==> config.mk <==
export PLATFORM = sky130hd
export DESIGN_NAME = imem_boot_ctrl_flat
export DESIGN_NICKNAME = d
export VERILOG_FILES = /design/src/rtl/imem_boot_ctrl_if.sv /design/src/rtl/imem_boot_ctrl.sv /design/src/flat_wrapper.sv
export SDC_FILE = /design/constraint.sdc
export NUM_CORES = 1
export LEC_CHECK = 0
export CORE_MARGIN = 3
export CORE_UTILIZATION = 37
export DETAILED_ROUTE_END_ITERATION = 12
export PLACE_DENSITY_LB_ADDON = 0.08
export SYNTH_ARGS = -nofsm -noshare
export SYNTH_HDL_FRONTEND = slang
export SYNTH_SLANG_ARGS = --single-unit
==> constraint.sdc <==
create_clock -name clk -period 1.5 [get_ports clk]
set_input_delay 0.45 -clock clk [delete_from_list [all_inputs] [get_ports clk]]
set_output_delay 0.45 -clock clk [all_outputs]
set_load 0.005 [all_outputs]
==> src/rtl/imem_boot_ctrl_if.sv <==
// Loader / instruction-memory write / core-control bundle for imem_boot_ctrl.
// master = loader side, slave = boot controller.
interface imem_boot_ctrl_if #(
  parameter int unsigned AW = 10
);
  logic          ld_start;
  logic          ld_valid;
  logic [7:0]    ld_byte;
  logic          ld_last;
  logic          ld_ready;
  logic          mem_we;
  logic [AW-1:0] mem_waddr;
  logic [7:0]    mem_wdata;
  logic          core_hold;
  logic          busy;
  logic          load_err;
  logic [AW:0]   byte_count;

  modport master (
    output ld_start, ld_valid, ld_byte, ld_last,
    input  ld_ready, mem_we, mem_waddr, mem_wdata,
    input  core_hold, busy, load_err, byte_count
  );

  modport slave (
    input  ld_start, ld_valid, ld_byte, ld_last,
    output ld_ready, mem_we, mem_waddr, mem_wdata,
    output core_hold, busy, load_err, byte_count
  );
endinterface

==> src/rtl/imem_boot_ctrl.sv <==
// Boot/reload controller: streams loader bytes into instruction memory and holds the core until done.
// Optional trailing checksum byte check enabled by defining IMEM_CHECKSUM_EN.
module imem_boot_ctrl #(
  parameter int unsigned MEM_SIZE = 1024,
  parameter int unsigned AW       = 10
) (
  input logic             clk,
  input logic             reset,
  imem_boot_ctrl_if.slave bus
);
  localparam int unsigned   CW        = AW + 1;
  localparam logic [CW-1:0] LAST_ADDR = CW'(MEM_SIZE - 1);

  typedef enum logic [2:0] {
    S_IDLE,
    S_LOAD,
`ifdef IMEM_CHECKSUM_EN
    S_CHECK,
`endif
    S_RUN,
    S_ERROR
  } state_t;

  state_t        state_q, state_d;
  logic [CW-1:0] count_q, count_d;
  logic          hold_q,  hold_d;
  logic          busy_q,  busy_d;
  logic          ready_q, ready_d;
  logic          err_q,   err_d;
  logic          xfer_c;

`ifdef IMEM_CHECKSUM_EN
  logic [7:0]    sum_q, sum_d;
`endif

  // State and registered outputs; reset leaves the core held with nothing loaded.
  always_ff @(posedge clk or posedge reset) begin
    if (reset) begin
      state_q <= S_IDLE;
      count_q <= '0;
      hold_q  <= 1'b1;
      busy_q  <= 1'b0;
      ready_q <= 1'b0;
      err_q   <= 1'b0;
    end else begin
      state_q <= state_d;
      count_q <= count_d;
      hold_q  <= hold_d;
      busy_q  <= busy_d;
      ready_q <= ready_d;
      err_q   <= err_d;
    end
  end

`ifdef IMEM_CHECKSUM_EN
  always_ff @(posedge clk or posedge reset) begin
    if (reset) sum_q <= '0;
    else       sum_q <= sum_d;
  end
`endif

  // Next state; ld_start always wins and restarts the session without writing.
  always_comb begin
    state_d = state_q;
    count_d = count_q;
    xfer_c  = 1'b0;
`ifdef IMEM_CHECKSUM_EN
    sum_d   = sum_q;
`endif

    case (state_q)
      S_IDLE: begin
        if (bus.ld_start) begin
          state_d = S_LOAD;
          count_d = '0;
        end
      end

      S_LOAD: begin
        if (bus.ld_start) begin
          count_d = '0;
        end else if (bus.ld_valid && ready_q) begin
          xfer_c  = 1'b1;
          count_d = count_q + CW'(1);
`ifdef IMEM_CHECKSUM_EN
          sum_d   = 8'(sum_q + bus.ld_byte);
          if (bus.ld_last)
            state_d = S_CHECK;
`else
          if (bus.ld_last)
            state_d = S_RUN;
`endif
          else if (count_q == LAST_ADDR)
            state_d = S_ERROR;
        end
      end

`ifdef IMEM_CHECKSUM_EN
      // Consume the checksum byte without writing it.
      S_CHECK: begin
        if (bus.ld_start) begin
          state_d = S_LOAD;
          count_d = '0;
        end else if (bus.ld_valid && ready_q) begin
          state_d = (8'(sum_q + bus.ld_byte) == 8'h00) ? S_RUN : S_ERROR;
        end
      end
`endif

      S_RUN, S_ERROR: begin
        if (bus.ld_start) begin
          state_d = S_LOAD;
          count_d = '0;
        end
      end

      default: begin
        state_d = S_IDLE;
        count_d = '0;
      end
    endcase

`ifdef IMEM_CHECKSUM_EN
    if (bus.ld_start)
      sum_d = '0;
    busy_d  = (state_d == S_LOAD) || (state_d == S_CHECK);
`else
    busy_d  = (state_d == S_LOAD);
`endif
    ready_d = busy_d;
    hold_d  = (state_d != S_RUN);
    err_d   = (state_d == S_ERROR);
  end

  assign bus.ld_ready   = ready_q;
  assign bus.core_hold  = hold_q;
  assign bus.busy       = busy_q;
  assign bus.load_err   = err_q;
  assign bus.byte_count = count_q;

  // Memory write port is a zero-latency pass-through of the accepted byte.
  assign bus.mem_we     = xfer_c;
  assign bus.mem_waddr  = count_q[AW-1:0];
  assign bus.mem_wdata  = bus.ld_byte;

endmodule

==> src/flat_wrapper.sv <==
// flat-port wrapper written by rule: the top's interface ports become plain ports
module imem_boot_ctrl_flat 
#(
  parameter int unsigned MEM_SIZE = 1024,
  parameter int unsigned AW       = 10
)
  (clk, reset, bus_ld_start, bus_ld_valid, bus_ld_byte, bus_ld_last, bus_ld_ready, bus_mem_we, bus_mem_waddr, bus_mem_wdata, bus_core_hold, bus_busy, bus_load_err, bus_byte_count);
  imem_boot_ctrl_if #(.AW(AW)) bus_i ();
  input logic clk;
  input logic reset;
  input wire logic [$bits(bus_i.ld_start)-1:0] bus_ld_start;
  input wire logic [$bits(bus_i.ld_valid)-1:0] bus_ld_valid;
  input wire logic [$bits(bus_i.ld_byte)-1:0] bus_ld_byte;
  input wire logic [$bits(bus_i.ld_last)-1:0] bus_ld_last;
  output wire logic [$bits(bus_i.ld_ready)-1:0] bus_ld_ready;
  output wire logic [$bits(bus_i.mem_we)-1:0] bus_mem_we;
  output wire logic [$bits(bus_i.mem_waddr)-1:0] bus_mem_waddr;
  output wire logic [$bits(bus_i.mem_wdata)-1:0] bus_mem_wdata;
  output wire logic [$bits(bus_i.core_hold)-1:0] bus_core_hold;
  output wire logic [$bits(bus_i.busy)-1:0] bus_busy;
  output wire logic [$bits(bus_i.load_err)-1:0] bus_load_err;
  output wire logic [$bits(bus_i.byte_count)-1:0] bus_byte_count;
  assign bus_i.ld_start = bus_ld_start;
  assign bus_i.ld_valid = bus_ld_valid;
  assign bus_i.ld_byte = bus_ld_byte;
  assign bus_i.ld_last = bus_ld_last;
  assign bus_ld_ready = bus_i.ld_ready;
  assign bus_mem_we = bus_i.mem_we;
  assign bus_mem_waddr = bus_i.mem_waddr;
  assign bus_mem_wdata = bus_i.mem_wdata;
  assign bus_core_hold = bus_i.core_hold;
  assign bus_busy = bus_i.busy;
  assign bus_load_err = bus_i.load_err;
  assign bus_byte_count = bus_i.byte_count;
  imem_boot_ctrl #(.MEM_SIZE(MEM_SIZE), .AW(AW)) u_core (.clk(clk), .reset(reset), .bus(bus_i));
endmodule
Word level (Yosys, flattened, before mapping)
Index checks and enable logic that the tools add are counted.
{"block": "totals", "output_inout_bits": 34, "romBits": 0, "mem_count": 0, "elab_cells": 32, "ram_bits": 0, "in_bits": 13, "regBits": 17, "latchBits": 0}
{"block": "op_classes", "reduce_logical": 4, "eq_ne": 9, "div": 0, "magnitude_cmp": 0, "shifts": 0, "addsub": 1, "bitwise": 0, "n_mul": 0, "muxes": 13}
{"operator": "$mux W11", "n": 3}
{"operator": "$pmux W11 S2", "n": 1}
{"operator": "$mux W3", "n": 5}
{"operator": "$add A11 B1 Y11 const B", "n": 1}
{"operator": "$eq A11 B10 Y1 const B", "n": 1}
{"operator": "$eq A3 B2 Y1 const B", "n": 3}
{"operator": "$eq A3 B1 Y1 const B", "n": 2}
{"operator": "$ne A3 B2 Y1 const B", "n": 2}
{"operator": "$pmux W3 S2", "n": 1}
{"operator": "$logic_not A3 Y1", "n": 1}
{"operator": "$mux W1", "n": 3}
{"operator": "$reduce_or A3 Y1", "n": 1}
{"operator": "$ne A2 B1 Y1 const B", "n": 1}
{"operator": "$reduce_and A2 Y1", "n": 1}
{"operator": "$logic_and A1 B1 Y1", "n": 1}

Longest topological paths before layout
{"block": "logic_depth", "word_depth": 7, "mapped_depth": 5, "depth_no_buf": 4}

Least setup slack after synthesis
OpenSTA, ideal clock, no wires.
{"block": "synth_timing", "kind": "reg2reg", "start": "register u_core.count_q[0] (netlist: u_core.bus.byte_count[0])", "end": "register u_core.busy_q (netlist: u_core.bus.busy)", "t_arrival_ns": 1.505, "t_required_ns": 1.380, "setup_ns": 0.120, "synth_period_minus_slack_ns": 1.625, "n_path_buf": 0, "slack_ns": -0.125, "path_stages_with_launch": 5, "cell_sequence": "dfrtp_1 > ha_1 > nand3_2 > or4_4 > o211a_1"}
{"block": "synth_between", "elab_chain_cells": 7}
{"item": "start, declared", "line": "imem_boot_ctrl.sv:25", "rtl": "logic [CW-1:0] count_q, count_d;"}
{"item": "start signal, assigned", "line": "imem_boot_ctrl.sv:47", "rtl": "count_q <= count_d;"}
{"item": "$eq A11 B10 Y1", "line": "imem_boot_ctrl.sv:93", "rtl": "else if (count_q == LAST_ADDR)"}
{"item": "$mux W3", "line": "imem_boot_ctrl.sv:93"}
{"item": "$mux W3", "line": "imem_boot_ctrl.sv:90", "rtl": "if (bus.ld_last)"}
{"item": "$mux W3", "line": "imem_boot_ctrl.sv:82", "rtl": "end else if (bus.ld_valid && ready_q) begin"}
{"item": "$mux W3", "line": "imem_boot_ctrl.sv:80", "rtl": "if (bus.ld_start) begin"}
{"item": "$pmux W3 S2", "line": "imem_boot_ctrl.sv:71", "rtl": "case (state_q)"}
{"item": "$eq A3 B1 Y1", "line": "imem_boot_ctrl.sv:128", "rtl": "busy_d = (state_d == S_LOAD);"}
{"item": "via u_core.busy_d", "line": "imem_boot_ctrl.sv:27", "rtl": "logic busy_q, busy_d;"}
{"item": "end signal, assigned", "line": "imem_boot_ctrl.sv:49", "rtl": "busy_q <= busy_d;"}
{"item": "end, declared", "line": "imem_boot_ctrl.sv:27"}
The timed path passes the listed nets, and every way through them passes these cells.
A chain may end at the register's enable or synchronous reset.

Worst setup path after layout
{"block": "layout_timing", "start": "register u_core.state_q[2]", "end": "output bus_mem_we"}
{"block": "layout_between", "elab_chain_cells": 2}
{"item": "start, declared", "line": "imem_boot_ctrl.sv:24", "rtl": "state_t state_q, state_d;"}
{"item": "start signal, assigned", "line": "imem_boot_ctrl.sv:46", "rtl": "state_q <= state_d;"}
{"item": "$eq A3 B1 Y1", "line": "imem_boot_ctrl.sv:71"}
{"item": "$mux W1", "line": "imem_boot_ctrl.sv:71"}
{"item": "end, declared", "line": "flat_wrapper.sv:16", "rtl": "output wire logic [$bits(bus_i.mem_we)-1:0] bus_mem_we;"}
Every way passes these cells.

==> reports/summary.txt <==
commonest cells in the netlist - buf_4 (19), dfrtp_1 (16), a21oi_1 (8)
Reg clk slew, reported paths - 0.10 ns
core area - 2610 sq um
Crit Path Class - reg2out
DP HPWL - 1.91 mm
synthesized area per cell - 9.76 sq um
# nets final - 184
GPL Wtd Cong - 0.853
vias per inst - 5.17
max_cap viols - 0
Crit path arrival time - 1.14 ns
full die area - 3550 sq um
Post-DRT Antenna Nets - 0
Final Critical Period - 1.59 ns
Peak VDD IR - 0.000475 V
overall power - 843 uW
Ant. Diodes - 0
vias in the first global route - 991
cts bufs inserted - 3
Setup violations, final - 4
Crit Path Max Fanout - 2
layout cells sized above 1 - 50.9%
Initial Util - 40.7%
area leader, netlist - dfrtp_1
clock skew - 0.00426 ns
drt initial violations - 24
Port Buf Inserts - 30
Unique masters post-synth - 36
R2R cell count - 5
Synth Cell Area - 1060 sq um
CP Launch Type - flop
Setup crit end kind - output port
post-synthesis cell count - 109
Hold Slack - 0.468 ns
clock network fraction of design power - 29.5%
fin worst setup slack - -0.0925 ns
worst r2r dst - u_core.bus.busy$_DFF_PP0_
FF-to-FF Start - u_core.bus.byte_count[1]$_DFFE_PP0P_
switching share of power - 24.8%
Layout fillers - 220
Ports - 47
top cell type's share of synthesized area - 37.6%
FF-to-FF setup slack - -0.06 ns
Post-Layout Cell Count - 199
antenna violations before repair - 0
Post-synth EDFFs - 0
Area Growth Syn to Fin - 58.7%
P_leak - 0.855 nW
GRT Total Usage - 17.1%
routed len/inst - 14.3 um
placed cells - 167
Logic pwr share - 14.8%
clk sinks - 17
Sequential cell area - 429 sq um
Worst-Skew Late Latency - 0.29 ns
Die Ht - 59.6 um
# DRC - 0
Ys Warns - 0
drt total wl - 2.84 mm
Multi-input gate area - 538 sq um
Pre-Repair DR Iteration Count - 4
grt ovf - 0
Fmax achieved - 628 MHz
most common cell in the synthesized netlist - buf_4
RSZ-0062 raised after global routing - true
NetSw - 209 uW
Int Pwr - 634 uW
ranking of synthesized cells by area - dfrtp_1 (38%), buf_4 (13%), a21oi_1 (3.8%), or3_1 (3.5%), dfstp_2 (2.5%)
fin crit share - 106%
register share of total power - 55.7%
CTS tree - done
Mapped Nets - 123
CTS HTree Levels - 1
Via Count - 1029
Rows - 18
final slew viol count - 0
CTS Hold Bufs - 0
post-synthesis async set-or-reset flop share - 100%
Die X - 59.6 um
WP data required - 1.05 ns
number of synthesized register bits - 17
outcome - complete, but fails checks
violated checks - negative setup slack
Synth Flop Type - dfrtp_1
post-synthesis sequential area ratio - 40.1%
largest net degree at the start of global routing - 18
Pwr Density - 499 nW/um^2
Root Buffer - clkbuf_4
final hold vios - 0
first-pass GRT wire length - 4.60 mm
Min-Delay Path Class - in2async
clock buffer depth - 2
cell type report:
cell class                 count  area share (%)
multi-input combinational     65            31.9
timing repair buffer          78            37.8
sequential                    17            25.4
tap                           30            2.22
clock buffer                   4            1.56
inverter                       5            1.11
metal layers:
layer	routed length (um)	track usage, %	up-vias
met5	0	0	-
met4	33	5.06	0
met3	179	3.49	4
met2	1340	26.1	36
met1	1290	24.4	488
li1	-	-	501
cell usage in the layout (no fill, tap or decap), drive strengths merged, types with 3 or more instances in the layout:
cell type,count
clkdlybuf4s15,3
or3,7
nand3,4
inv,5
nand4b,3
buf,52
nand2,5
nor2,3
dlygate4sd2,11
dfrtp,16
o41ai,3
clkbuf,14
or4,3
a21oi,8
o21ai,4
or2,4
registers in the layout (all words and copies together), names as in the netlist:
name / count
u_core.bus.byte_count: 11
u_core.state_q: 3
u_core.bus.busy: 1
u_core.bus.core_hold: 1
u_core.bus.load_err: 1
worst max path at each step:
stage	start	to	slack [ns]	depth (start not counted)
6_report	u_core.state_q[2]$_DFF_PP0_	bus_mem_we	-0.09	3
4_1_cts	u_core.state_q[1]$_DFF_PP0_	bus_mem_we	-0.10	3
3_5_place_dp	bus_ld_start	bus_mem_we	-0.78	4
3_3_place_gp	bus_ld_start	bus_mem_we	-0.79	4
5_1_grt	u_core.state_q[2]$_DFF_PP0_	bus_mem_we	-0.15	3
2_1_floorplan	u_core.bus.byte_count[0]$_DFFE_PP0P_	u_core.bus.busy$_DFF_PP0_	-0.007	4
power by group through the flow:
stage               Sequential [mW]  Clock (mW)  Combinational, mW
floorplan                     0.481           0             0.0666
global placement              0.479           0              0.105
detailed placement            0.478           0              0.106
CTS                           0.469       0.258              0.124
global route                  0.470       0.283              0.139
finish                        0.469       0.249              0.125
worst max-delay path, stage by stage (launching register included):
cell	delay [ns]
dfrtp_1	0.39
or2_4	0.24
nor2_4	0.11
buf_2	0.12
what timing repair did:
| item | CTS | global route |
|---|---|---|
| endpoints found under the setup margin | 38 | 20 |
| pin swaps | 5 | 4 |
| cloned | 0 | 0 |
| setup buffers | 23 | 6 |
| gates resized for setup | 67 | 25 |
cell families (layout without fill, tap and decap cells):
family,Yosys count,in the layout,synth area share [%]
other,1,1,0.353
DFF,17,17,40.1
muxes,2,2,1.88
and+or+nand+nor,38,38,24.7
AOI/OAI and AO/OA,22,22,14.0
xor gates and xnor gates,1,1,0.824
buffers and inverters,27,87,16.9
adders and majority gates,1,1,1.18
through the flow:
step	util [%]	TNS (ns)	worst slack (ns)	area [sq um]
after floorplan	-	-0.00669	-0.00669	1070
after CTS	63.2	-0.277	-0.101	1650
after detailed placement	53.6	-7.15	-0.782	1400
after global placement	53.6	-6.84	-0.791	1400
final	64.6	-0.169	-0.0925	1690
after global routing	64.6	-0.544	-0.146	1690
Power figures use the tool's default switching activity.
